[config.mk]
export PLATFORM = sky130hd
export DESIGN_NAME = packet_check
export DESIGN_NICKNAME = d
export VERILOG_FILES = /design/src/rtl/packet_check.sv
export SDC_FILE = /design/constraint.sdc
export NUM_CORES = 1
export LEC_CHECK = 0
export CORE_MARGIN = 4
export CORE_UTILIZATION = 45
export DETAILED_ROUTE_END_ITERATION = 7
export PLACE_DENSITY = 0.73
export SYNTH_ARGS = -nofsm -noshare
export SYNTH_HDL_FRONTEND = slang
export SYNTH_SLANG_ARGS = --single-unit
[constraint.sdc]
create_clock -name clk -period 2.12 [get_ports clk]
set_input_delay 0.318 -clock clk [delete_from_list [all_inputs] [get_ports clk]]
set_output_delay 0.318 -clock clk [all_outputs]
set_load 0.05 [all_outputs]
[src/rtl/packet_check.sv]
// packet_check: parses packet_gen test packets, checks header and payload, and emits one
// latency record or one error code per packet. Define PACKET_CHECK_PAYLOAD_EN to verify payload words.

module port_to_mac (
  input  logic [1:0]  port_i,
  output logic [47:0] mac_o
);
  // Locally administered base address; the port number occupies the two low bits.
  localparam logic [47:0] MAC_BASE = 48'h02_00_5E_10_00_00;
  assign mac_o = MAC_BASE | {46'd0, port_i};
endmodule

module packet_check #(
  parameter int BLOCK_SIZE = 32,
  parameter int META_WIDTH = 32,
  parameter int CNT_WIDTH  = 16
) (
  input  logic                  clk,
  input  logic                  reset,
  input  logic [31:0]           packet_in,
  input  logic                  packet_in_en,
  input  logic [21:0]           time_now,
  input  logic                  clear_stats,
  output logic [META_WIDTH-1:0] meta_out,
  output logic                  meta_out_en,
  output logic                  err_en,
  output logic [2:0]            err_code,
  output logic [CNT_WIDTH-1:0]  pkt_cnt,
  output logic [CNT_WIDTH-1:0]  err_cnt
);

  localparam logic [15:0] BLK     = 16'(BLOCK_SIZE);
  localparam logic [15:0] MAX_LEN = 16'(63 * BLOCK_SIZE);

  typedef enum logic [2:0] {
    H_LEN, H_DMAC, H_TSTART, H_TEND, H_SMAC_HI, H_SMAC_LO, PAYLOAD
  } state_t;

  state_t                state_q, state_d;
  logic [5:0]            lenBlocks_q, lenBlocks_d;
  logic [15:0]           macHi_q, macHi_d;
  logic [1:0]            dstPort_q, dstPort_d;
  logic [1:0]            srcPort_q, srcPort_d;
  logic [21:0]           startTime_q, startTime_d;
  logic [8:0]            payCnt_q, payCnt_d;
  logic [2:0]            errCode_q, errCode_d;
  logic [META_WIDTH-1:0] metaOut_q, metaOut_d;
  logic                  metaEn_q, metaEn_d;
  logic                  errEn_q, errEn_d;
  logic [2:0]            errCodeOut_q, errCodeOut_d;
  logic [CNT_WIDTH-1:0]  pktCnt_q, pktCnt_d;
  logic [CNT_WIDTH-1:0]  errCnt_q, errCnt_d;

  logic [47:0] portMac [4];
  logic [47:0] macFull;
  logic        macHit;
  logic [1:0]  macPort;
  logic [15:0] lenBytes;
  logic        lenBad;
  logic        payBad;
  logic        pktInc;
  logic        errInc;
  logic [21:0] latency;

  for (genvar g = 0; g < 4; g++) begin : gen_p2m
    port_to_mac u_p2m (.port_i(2'(g)), .mac_o(portMac[g]));
  end

  // The MAC high half shares one register: DMAC high is consumed before SMAC high is latched.
  assign macFull  = {macHi_q, packet_in};
  assign lenBytes = packet_in[31:16];
  assign lenBad   = ((lenBytes % BLK) != 16'd0) || (lenBytes == 16'd0) || (lenBytes > MAX_LEN);
  assign latency  = time_now - startTime_q;

`ifdef PACKET_CHECK_PAYLOAD_EN
  assign payBad = (packet_in != 32'hFFFF_FFFF);
`else
  assign payBad = 1'b0;
`endif

  always_comb begin
    macHit  = 1'b0;
    macPort = 2'd0;
    for (int i = 3; i >= 0; i--) begin
      if (macFull == portMac[i]) begin
        macHit  = 1'b1;
        macPort = 2'(i);
      end
    end
  end

  always_comb begin
    state_d      = state_q;
    lenBlocks_d  = lenBlocks_q;
    macHi_d      = macHi_q;
    dstPort_d    = dstPort_q;
    srcPort_d    = srcPort_q;
    startTime_d  = startTime_q;
    payCnt_d     = payCnt_q;
    errCode_d    = errCode_q;
    metaOut_d    = metaOut_q;
    metaEn_d     = 1'b0;
    errEn_d      = 1'b0;
    errCodeOut_d = errCodeOut_q;
    pktInc       = 1'b0;
    errInc       = 1'b0;
    if (packet_in_en) begin
      unique case (state_q)
        H_LEN: begin
          macHi_d     = packet_in[15:0];
          lenBlocks_d = packet_in[26:21];
          errCode_d   = 3'd0;
          if (lenBad) begin
            errEn_d      = 1'b1;
            errCodeOut_d = 3'd1;
            errInc       = 1'b1;
          end else begin
            state_d = H_DMAC;
          end
        end
        H_DMAC: begin
          dstPort_d = macPort;
          if (!macHit && errCode_q == 3'd0) errCode_d = 3'd2;
          state_d = H_TSTART;
        end
        H_TSTART: begin
          startTime_d = packet_in[21:0];
          if (packet_in[31:22] != 10'd0 && errCode_q == 3'd0) errCode_d = 3'd4;
          state_d = H_TEND;
        end
        H_TEND: state_d = H_SMAC_HI;
        H_SMAC_HI: begin
          macHi_d = packet_in[15:0];
          state_d = H_SMAC_LO;
        end
        H_SMAC_LO: begin
          srcPort_d = macPort;
          if (!macHit && errCode_q == 3'd0) errCode_d = 3'd3;
          payCnt_d = {lenBlocks_q, 3'b000} - 9'd7;
          state_d  = PAYLOAD;
        end
        PAYLOAD: begin
          if (payBad && errCode_q == 3'd0) errCode_d = 3'd5;
          payCnt_d = payCnt_q - 9'd1;
          // Last word: report whichever error stuck first, including one found on this word.
          if (payCnt_q == 9'd0) begin
            state_d = H_LEN;
            if (errCode_d != 3'd0) begin
              errEn_d      = 1'b1;
              errCodeOut_d = errCode_d;
              errInc       = 1'b1;
            end else begin
              metaEn_d  = 1'b1;
              metaOut_d = META_WIDTH'({srcPort_q, dstPort_q, lenBlocks_q, latency});
              pktInc    = 1'b1;
            end
          end
        end
        default: state_d = H_LEN;
      endcase
    end

    pktCnt_d = pktCnt_q;
    if (clear_stats) pktCnt_d = '0;
    else if (pktInc && pktCnt_q != '1) pktCnt_d = pktCnt_q + CNT_WIDTH'(1);
    errCnt_d = errCnt_q;
    if (clear_stats) errCnt_d = '0;
    else if (errInc && errCnt_q != '1) errCnt_d = errCnt_q + CNT_WIDTH'(1);
  end

  always_ff @(posedge clk) begin
    if (reset) begin
      state_q      <= H_LEN;
      lenBlocks_q  <= '0;
      macHi_q      <= '0;
      dstPort_q    <= '0;
      srcPort_q    <= '0;
      startTime_q  <= '0;
      payCnt_q     <= '0;
      errCode_q    <= '0;
      metaOut_q    <= '0;
      metaEn_q     <= 1'b0;
      errEn_q      <= 1'b0;
      errCodeOut_q <= '0;
      pktCnt_q     <= '0;
      errCnt_q     <= '0;
    end else begin
      state_q      <= state_d;
      lenBlocks_q  <= lenBlocks_d;
      macHi_q      <= macHi_d;
      dstPort_q    <= dstPort_d;
      srcPort_q    <= srcPort_d;
      startTime_q  <= startTime_d;
      payCnt_q     <= payCnt_d;
      errCode_q    <= errCode_d;
      metaOut_q    <= metaOut_d;
      metaEn_q     <= metaEn_d;
      errEn_q      <= errEn_d;
      errCodeOut_q <= errCodeOut_d;
      pktCnt_q     <= pktCnt_d;
      errCnt_q     <= errCnt_d;
    end
  end

  assign meta_out    = metaOut_q;
  assign meta_out_en = metaEn_q;
  assign err_en      = errEn_q;
  assign err_code    = errCodeOut_q;
  assign pkt_cnt     = pktCnt_q;
  assign err_cnt     = errCnt_q;

endmodule

Word level (Yosys, flattened, before mapping)

Cells that the tools add are included.

ROM bits: 0
Bits in latches: 0
Memories kept: 0
Bits in writable memories: 0
Register bits after elaboration: 132

Multiplexer cells: 31
Add/sub/neg operators: 5
Eq/ne operators: 19
Bitwise gates (word level): 1
Shift-type cells: 0
Order comparisons: 1
Divide/modulo/power cells: 0
Reduce and logical (&&, ||, !) cells: 29
Multipliers: 0

Operator list:

| cell                                                                              | count |
|---|---|
| 48-bit by 42-bit equality test with 1-bit output, second input constant           | 4 |
| 16-bit by 1-bit adder with 16-bit output, second input constant                   | 2 |
| 16-bit inequality test, second input constant                                     | 2 |
| 3-bit two-way mux                                                                 | 10 |
| 22-bit subtractor                                                                 | 1 |
| 3-bit case mux with 7 select lines                                                | 1 |
| 9-bit case mux with 2 select lines                                                | 1 |
| 16-bit by 11-bit greater-than comparator with 1-bit output, second input constant | 1 |
| 16-bit zero test                                                                  | 1 |
| 16-bit nonzero test                                                               | 1 |
| 3-bit case mux with 5 select lines                                                | 1 |
| 2-bit inequality test, second input constant                                      | 7 |
| 1-bit two-way mux                                                                 | 12 |
| 2-bit AND reduction                                                               | 6 |
| 5-bit AND reduction                                                               | 2 |
| 10-bit nonzero test                                                               | 1 |
| 3-bit equality test, second input constant                                        | 3 |
| 9-bit zero test                                                                   | 1 |
| 9-bit by 1-bit subtractor with 9-bit output, second input constant                | 1 |
| 9-bit by 3-bit subtractor with 9-bit output, second input constant                | 1 |
| 2-bit two-way mux                                                                 | 4 |
| 3-bit by 2-bit equality test with 1-bit output, second input constant             | 2 |
| 3-bit zero test                                                                   | 2 |
| 3-bit case mux with 2 select lines                                                | 1 |
| other kinds (12)                                                                  | 18 |

Logic depth before layout (Yosys ltp)

Depth after elaboration: 9
Mapped depth: 9
Depth with buffers taken out: 9

Modules after synthesis

Synthesis repeated with hierarchy kept, for this count alone.

Cell total of the unflattened synthesis: 1,344
Area, all modules: 10,329.9 um^2

Modules (own cells, without submodules):

| module       | cells each | seq. area each (um^2) | area an instance (um^2) | times used |
|---|---|---|---|---|
| packet_check | 1,144      | 2,642.5               | 8,858.5                 | 1 |
| port_to_mac  | 50         | 0.0                   | 367.9                   | 4 |

Worst setup path before layout

OpenSTA, ideal clock, no wires.

Path type: flip-flop to flip-flop
Start: register errCnt_q[3] (netlist: err_cnt[3])
End: register errCnt_q[4] (netlist: err_cnt[4])
Stages on the path, launching flop included: 8
Setup time: 0.128 ns
Setup slack: -0.255 ns
Data arrival time: 2.247 ns
Period minus slack after synthesis: 2.375 ns
Path buffers: 1
Data required time: 1.992 ns
Cell sequence: dfxtp_1 nand4_1 nor4_1 and2_1 clkbuf_1 a2111oi_1 xnor2_1 nor2_1

Word-level cells in the longest chain between the ends: 2
Elaborated cells between the ends (all ways): 3
Those cells by class: add/sub: 1; eq/ne: 1; reduce/logical: 1

Ends and longest elaborated chain:

| element                                                                                          | line | RTL |
|---|---|---|
| start, declared                                                                                  | 52   | `logic [CNT_WIDTH-1:0] errCnt_q, errCnt_d;` |
| start signal, assigned                                                                           | 201  | `errCnt_q <= errCnt_d;` |
| parallel branches: the longest is 2 deep, another holds 16-bit by 1-bit adder with 16-bit output | n/a  |  |

Several ways; the timed one is not identified.
A chain may end at the register's enable or synchronous reset.

Worst setup path in the final report

Start: register payCnt_q[0]
End: register errCnt_q[15] (netlist: err_cnt[15])

Word-level cells in the longest chain between the ends: 5

Ends and longest elaborated chain:

| element                            | line | RTL |
|---|---|---|
| start, declared                    | 45   | `logic [8:0] payCnt_q, payCnt_d;` |
| start signal, assigned             | 194  | `payCnt_q <= payCnt_d;` |
| 9-bit zero test                    | 146  | `if (payCnt_q == 9'd0) begin` |
| 1-bit two-way mux                  | 146  |  |
| 1-bit case mux with 2 select lines | 108  | `unique case (state_q)` |
| 1-bit two-way mux                  | 107  | `if (packet_in_en) begin` |
| 1-bit logical AND                  | 168  | `else if (errInc && errCnt_q != '1) errCnt_d = errCnt_q + CNT_WIDTH'(1);` |

No other way between the ends.

==> run metrics <==
status=finished with violations; violated checks=setup timing; routed wl met3=1282 um; clock slew seen by the registers of the worst setup and hold paths=50 ps; share of layout cells above drive strength 1=24.10%; final hold violation count=0; Synth Flop Type=dfxtp_1; EDFF count, synth=0; Root Buffer=clkbuf_16; # DRC=0; H-Tree Depth=4; Clock Path Buffers=2; Design Area, Final=0.01050 mm2; TritonRoute pass-1 iters=7; Crit. End Element=flip-flop; async set or reset register ratio after synthesis=0%; core footprint=0.01515 mm2; r2r setup slk=-130 ps; YS warnings=0; final setup violation count=17; RSZ-0062 raised after global routing=true; syn avg cell area=7.969 um2; Syn-to-layout area delta=51.43%; Pwr per Cell Area=567.3 mW/mm2; commonest non-fill, non-tap cell in the layout=buf_4; die span in y=132.1 um; Vias per Instance=5.679; Max VDD drop=0.5431 mV; final WL=22430 um; Initial DRC Count=775; Reg2Reg Depth=10; I/O Pins=127; remaining antenna violation count after routing=0; fmax=0.4442 GHz; CTS tree=built; Net Count, Synth=955; RePlAce Congestion=0.9446; DP Cell Count=1283; Hold Crit Endpoint=startTime_q[16]; worst hold-check path type=in -> reg; distinct cell type count after synthesis=73; cell count after synthesis=870; top cells by area, synth=dfxtp_1 (38%), nand2_1 (7.4%), a21oi_1 (6.8%); Net count, final=1216; Final min period=2251 ps; Critical Path Start Type=flip-flop; WP data arrival=2530 ps; #FFs+latches synth=132; critical path type=reg -> reg; sequential area share after synthesis=38.12%; hold buffers post-CTS=0; worst clock skew=5.470 ps; initial antenna violation count=0; Starting Density=45.77%; FF-to-FF End=err_cnt[15]; Worst Tran Pin Value=621.3 ps; RR Startpoint=payCnt_q[0]; CTS Buf Count=17; synthesized cell area=0.006933 mm2; DR WL met2=10540 um; PortBufs=126; routed vias=7547; Routed met1 length=9982 um; hold wc startpoint=reset; Post-DP HPWL=15980 um; total track usage=24.67%; # rows=45; placed inst area=0.009409 mm2; Max FO, Critical Path=5; top-area cell type share of the netlist area=38.12%; WL per Instance=16.88 um; Slew headroom=58.58%; Pins Over Slew Limit=0; die area=0.01746 mm2; first-pass GRT wire length=35260 um; n_diodes=0; largest net degree at the start of global routing=41; Critical Path RT=2400 ps; PnR worst setup slack=-131.0 ps; vias in the first global route=6983; Clk Latency, worst-skew pair=420 ps; cell taking the most area after synthesis=dfxtp_1; most frequent cells in the layout=buf_4 (149), nand2_1 (137), clkdlybuf4s50_1 (119), dfxtp_1 (108), a21oi_1 (85); die width=132.1 um; top routing layer used=met4; period utilization=106.2%; P_leak=0.003864 uW; max-cap violations=0; Congestion Overflow GR=0; hold path depth=2; CTS Sinks=132; final std cells w/o fill=1329
## logic make-up after synthesis
group                      synth area share (%)
xor gates and xnor gates                  4.422
buffers and inverters                     4.584
muxes                                    0.7219
DFF                                       38.12
AOI/OAI and AO/OA                         21.87
and+or+nand+nor                           25.30
adders and majority gates                 4.981
## per-stage QoR
step           hold slack [ps]  power (uW)  utilization (%)  setup WS, ps  TNS, ps
3_5_place_dp             443.0        3232            62.12        -513.6   -15720
6_report                 284.6        5956            69.32        -131.0    -1329
3_3_place_gp             437.9        3224            62.12        -456.9   -14370
2_1_floorplan            431.8        2878                -         5.297        0
4_1_cts                  265.4        5937            67.49        -136.1    -1163
5_1_grt                  295.2        6164            69.32        -237.7    -4031
## layout make-up
type	instances	area (um2)
Clock buffer	20	446.7
Clock inverter	9	85.08
Fill cell	1143	4647
Inverter	37	138.9
Multi-Input combinational cell	659	4392
Sequential cell	132	2675
Tap cell	188	235.2
Timing Repair Buffer	284	2526
## registers in the layout (all words and copies together) (netlist names)
name	flops
err_code	3
startTime_q	22
err_cnt	16
payCnt_q	9
pkt_cnt	16
dstPort_q	2
macHi_q	16
errCode_q	3
meta_out_en	1
meta_out	32
err_en	1
state_q	3
lenBlocks_q	6
srcPort_q	2
## metal layers
metal  vias to the layer above  GRT usage (%)
met5                         -              0
met4                         0          9.335
met3                        45          4.656
met2                       264          39.94
met1                      3589          32.76
li1                       3649              -
## worst max-delay path, stage by stage (launching register included)
cell and delay, ps:
dfxtp_2 320, inv_2 80, ha_4 140, or4b_4 480
nor4_4 160, buf_6 170, nand2_8 80, buf_8 160
a2111oi_4 300, xnor2_1 160, nor2_1 50
## timing repair
item,CTS,global route
setup buffers,14,5
endpoints found under the setup margin,34,56
resized for setup,38,53
pin swaps,20,22
cloned,1,0
## power breakdown
part / internal (uW) / total, uW / switching, uW
Sequential: 2510 / 2530 / 22.0
Clock: 1620 / 2700 / 1080
Combinational: 369 / 729 / 361
Total: 4490 / 5960 / 1460
## synth_stat cells, types with 6 or more instances
master and count:
nand2_1 137, dfxtp_1 132, a21oi_1 94, nor2_1 75
inv_1 36, clkbuf_1 35, nand3_1 34, ha_1 26
o21ai_0 26, nor3_1 24, xnor2_1 19, nand4_1 18
xor2_1 16, o211ai_1 15, o21a_1 15, nor4_1 12
or3_1 12, and3_1 11, a211oi_1 10, a21o_1 10
and2_1 6, and4_1 6, o31ai_1 6
## worst max-delay path by stage
| stage | start | end | depth (start not counted) |
|---|---|---|---|
| 2_1_floorplan | payCnt_q[1] | err_cnt[13] | 9 |
| 3_3_place_gp | time_now[0] | meta_out[20] | 11 |
| 3_5_place_dp | time_now[0] | meta_out[20] | 11 |
| 4_1_cts | payCnt_q[0] | err_cnt[15] | 10 |
| 5_1_grt | payCnt_q[0] | err_cnt[14] | 10 |
| 6_report | payCnt_q[0] | err_cnt[15] | 10 |
Note: power is estimated with default switching activity, not from simulation.
==> RTL edit, RTL diff (same flow settings) <==
Make the reset (`reset`) asynchronous in one clocked block.
--- a/src/rtl/packet_check.sv
+++ b/src/rtl/packet_check.sv
@@ -170,3 +170,3 @@
 
-  always_ff @(posedge clk) begin
+  always_ff @(posedge clk or posedge reset) begin
     if (reset) begin
Check against the original RTL: differs if reset is asserted again (counterexample within 4 cycles, from zero or initial values and one cycle with reset high); with reset held inactive, the same outputs for 4 cycles.
==> RTL edit against the unedited design <==
Setup slack worse by 470 ps; area after synthesis decreased by 0.76%; critical endpoint is now pkt_cnt[4]$_DFFE_PP0P_; wire length fell by 4.8%; final cell count decreased by 11%; hold slack improved by 16 ps; the run still ends with negative setup slack left; cell area shrank 0.13%; sequential cell count unchanged; global-route usage is 1.7 points lower.
Power is not compared: it rests on default switching activity, and its combinational part moved more than twofold at a synthesized area within 25%.
==> RTL edit: results (changes against the unedited design) <==
[layout]
drive_gt1_frac=0.267  ; +0.0259
stdcell_count=1178  ; -11%

[global_routing]
grt_antenna_before_repair=1  ; +1
grt_util_met2=0.383  ; -0.0169
met3_usage=0.0470  ; +0.000453
grt_pass1_wl_mm=32.7  ; -7.3%
grt.total_usage=0.229  ; -0.0173
gr-usage-met1=0.292  ; -0.0360
first_global_vias=6624  ; -5.1%

[worst_setup_path]
worstReg2RegEnd=pkt_cnt[4]$_DFFE_PP0P_
crit_arrival_ps=3020  ; +490 ps
r2r_start=payCnt_q[0]$_DFFE_PP0P_
crit_fanout=3  ; -2

[timing]
finalWorstSetupSlack_ps=-598  ; -467 ps
hold_slack_ps=301  ; +16.4 ps
worstMarginPinSlew_ps=598  ; -23.2 ps
setup_viol=64  ; +47
fin_worst_skew_ps=6.43  ; +0.962 ps
fin_tns_setup_ps=-21280  ; -19950 ps

[run_status]
violations=negative setup slack
status=complete, but fails checks

[synth]
synth_area_leaders=dfrtp_1 48%, nand2_1 5.8%, ha_1 4.7%
async_flop_share=1.00  ; +1.00
synthTopCellsByCount=132 x dfrtp_1, 106 x nand2_1, 65 x o21ai_0, 50 x nor2_1, 43 x inv_1
synth_nets=809  ; -15%
yosysSeqAreaShare=0.480  ; +0.0989
syn-instance-count=724  ; -17%

[placement]
dpl.hpwl_mm=14.3  ; -10%
post-place-cells=1121  ; -13%
pre_cts_slack_ps=-821  ; -307 ps

[detailed_routing]
vias=6548  ; -13%
drtIter0Drc=470  ; -39%
drt_wl_total_mm=21.4  ; -4.8%

[min_path]
hold_class=primary input to async pin

[power_and_ir_drop]
leakage_uw=0.00457

[RTL edit: cell types whose count changed in the layout (fill, tap and decap cells not counted), sizes merged, moves of 25 or more]
cell / before / now
a21oi: 94 / 40
buf: 159 / 134
dfrtp: 0 / 132
dfxtp: 132 / 0
mux2: 0 / 26
nand2: 139 / 106
o21ai: 27 / 66
[RTL edit: critical path, cell delays in order (launching register included)]
cell,delay (ps)
dfrtp_1,390
inv_2,90
ha_4,120
or4b_4,450
or4_4,560
a41oi_4,290
buf_4,170
buf_6,90
nand4_1,130
xor2_1,240
nor2_1,60
[RTL edit: per-stage QoR]
stage / util / instance area [sq um] / power [uW]
3_5_place_dp: 0.630 / 9300 / 8380
3_3_place_gp: 0.630 / 9300 / 8160
6_report: 0.711 / 10500 / 12200
2_1_floorplan: - / 7050 / 6460
4_1_cts: 0.685 / 10100 / 11800
5_1_grt: 0.711 / 10500 / 13000
[RTL edit: how the worst max path moves through the flow]
stage / from / end / slack [ps]
final: payCnt_q[0]$_DFFE_PP0P_ / pkt_cnt[4]$_DFFE_PP0P_ / -600
after detailed placement: time_now[5] / meta_out[18]$_DFFE_PP0P_ / -820
after global placement: time_now[5] / meta_out[18]$_DFFE_PP0P_ / -780
after floorplan: payCnt_q[0]$_DFFE_PP0P_ / pkt_cnt[7]$_DFFE_PP0P_ / -630
after CTS: payCnt_q[0]$_DFFE_PP0P_ / pkt_cnt[15]$_DFFE_PP0P_ / -580
after global routing: payCnt_q[0]$_DFFE_PP0P_ / pkt_cnt[15]$_DFFE_PP0P_ / -710
[RTL edit: cell type report]
cell class                      instances  area (sq um)
Multi-Input combinational cell        525          3740
Clock inverter                         10           155
Inverter                               43           168
Fill cell                            1076          4270
Sequential cell                       132          3310
Antenna cell                            1          2.50
Tap cell                              184           230
Clock buffer                           21           460
Timing Repair Buffer                  262          2430
[RTL edit: logic make-up (layout without fill, tap and decap cells)]
| logic type | after synthesis | after routing | synth area share |
|---|---|---|---|
| and+or+nand+nor | 272 | 272 | 0.195 |
| AOI/OAI and AO/OA | 154 | 154 | 0.136 |
| DFF | 132 | 132 | 0.480 |
| buffers and inverters | 67 | 336 | 0.0367 |
| xor gates and xnor gates | 42 | 42 | 0.0535 |
| muxes | 30 | 30 | 0.0484 |
| adders and majority gates | 27 | 27 | 0.0502 |
| other | 0 | 1 | 0 |
[RTL edit: routing by layer]
metal  routed length, um  vias up
met5                   0        -
met4                 686        0
met3                1040       48
met2               10700      203
met1                8990     3235
li1                    -     3062
[RTL edit: repair_timing]
action / in CTS / in global routing
resized for setup: 27 / 56
endpoints found under the hold margin: 0 / 0
cloned: 0 / 5
pin swaps: 14 / 15
setup buffers: 8 / 12
endpoints found under the setup margin: 67 / 70
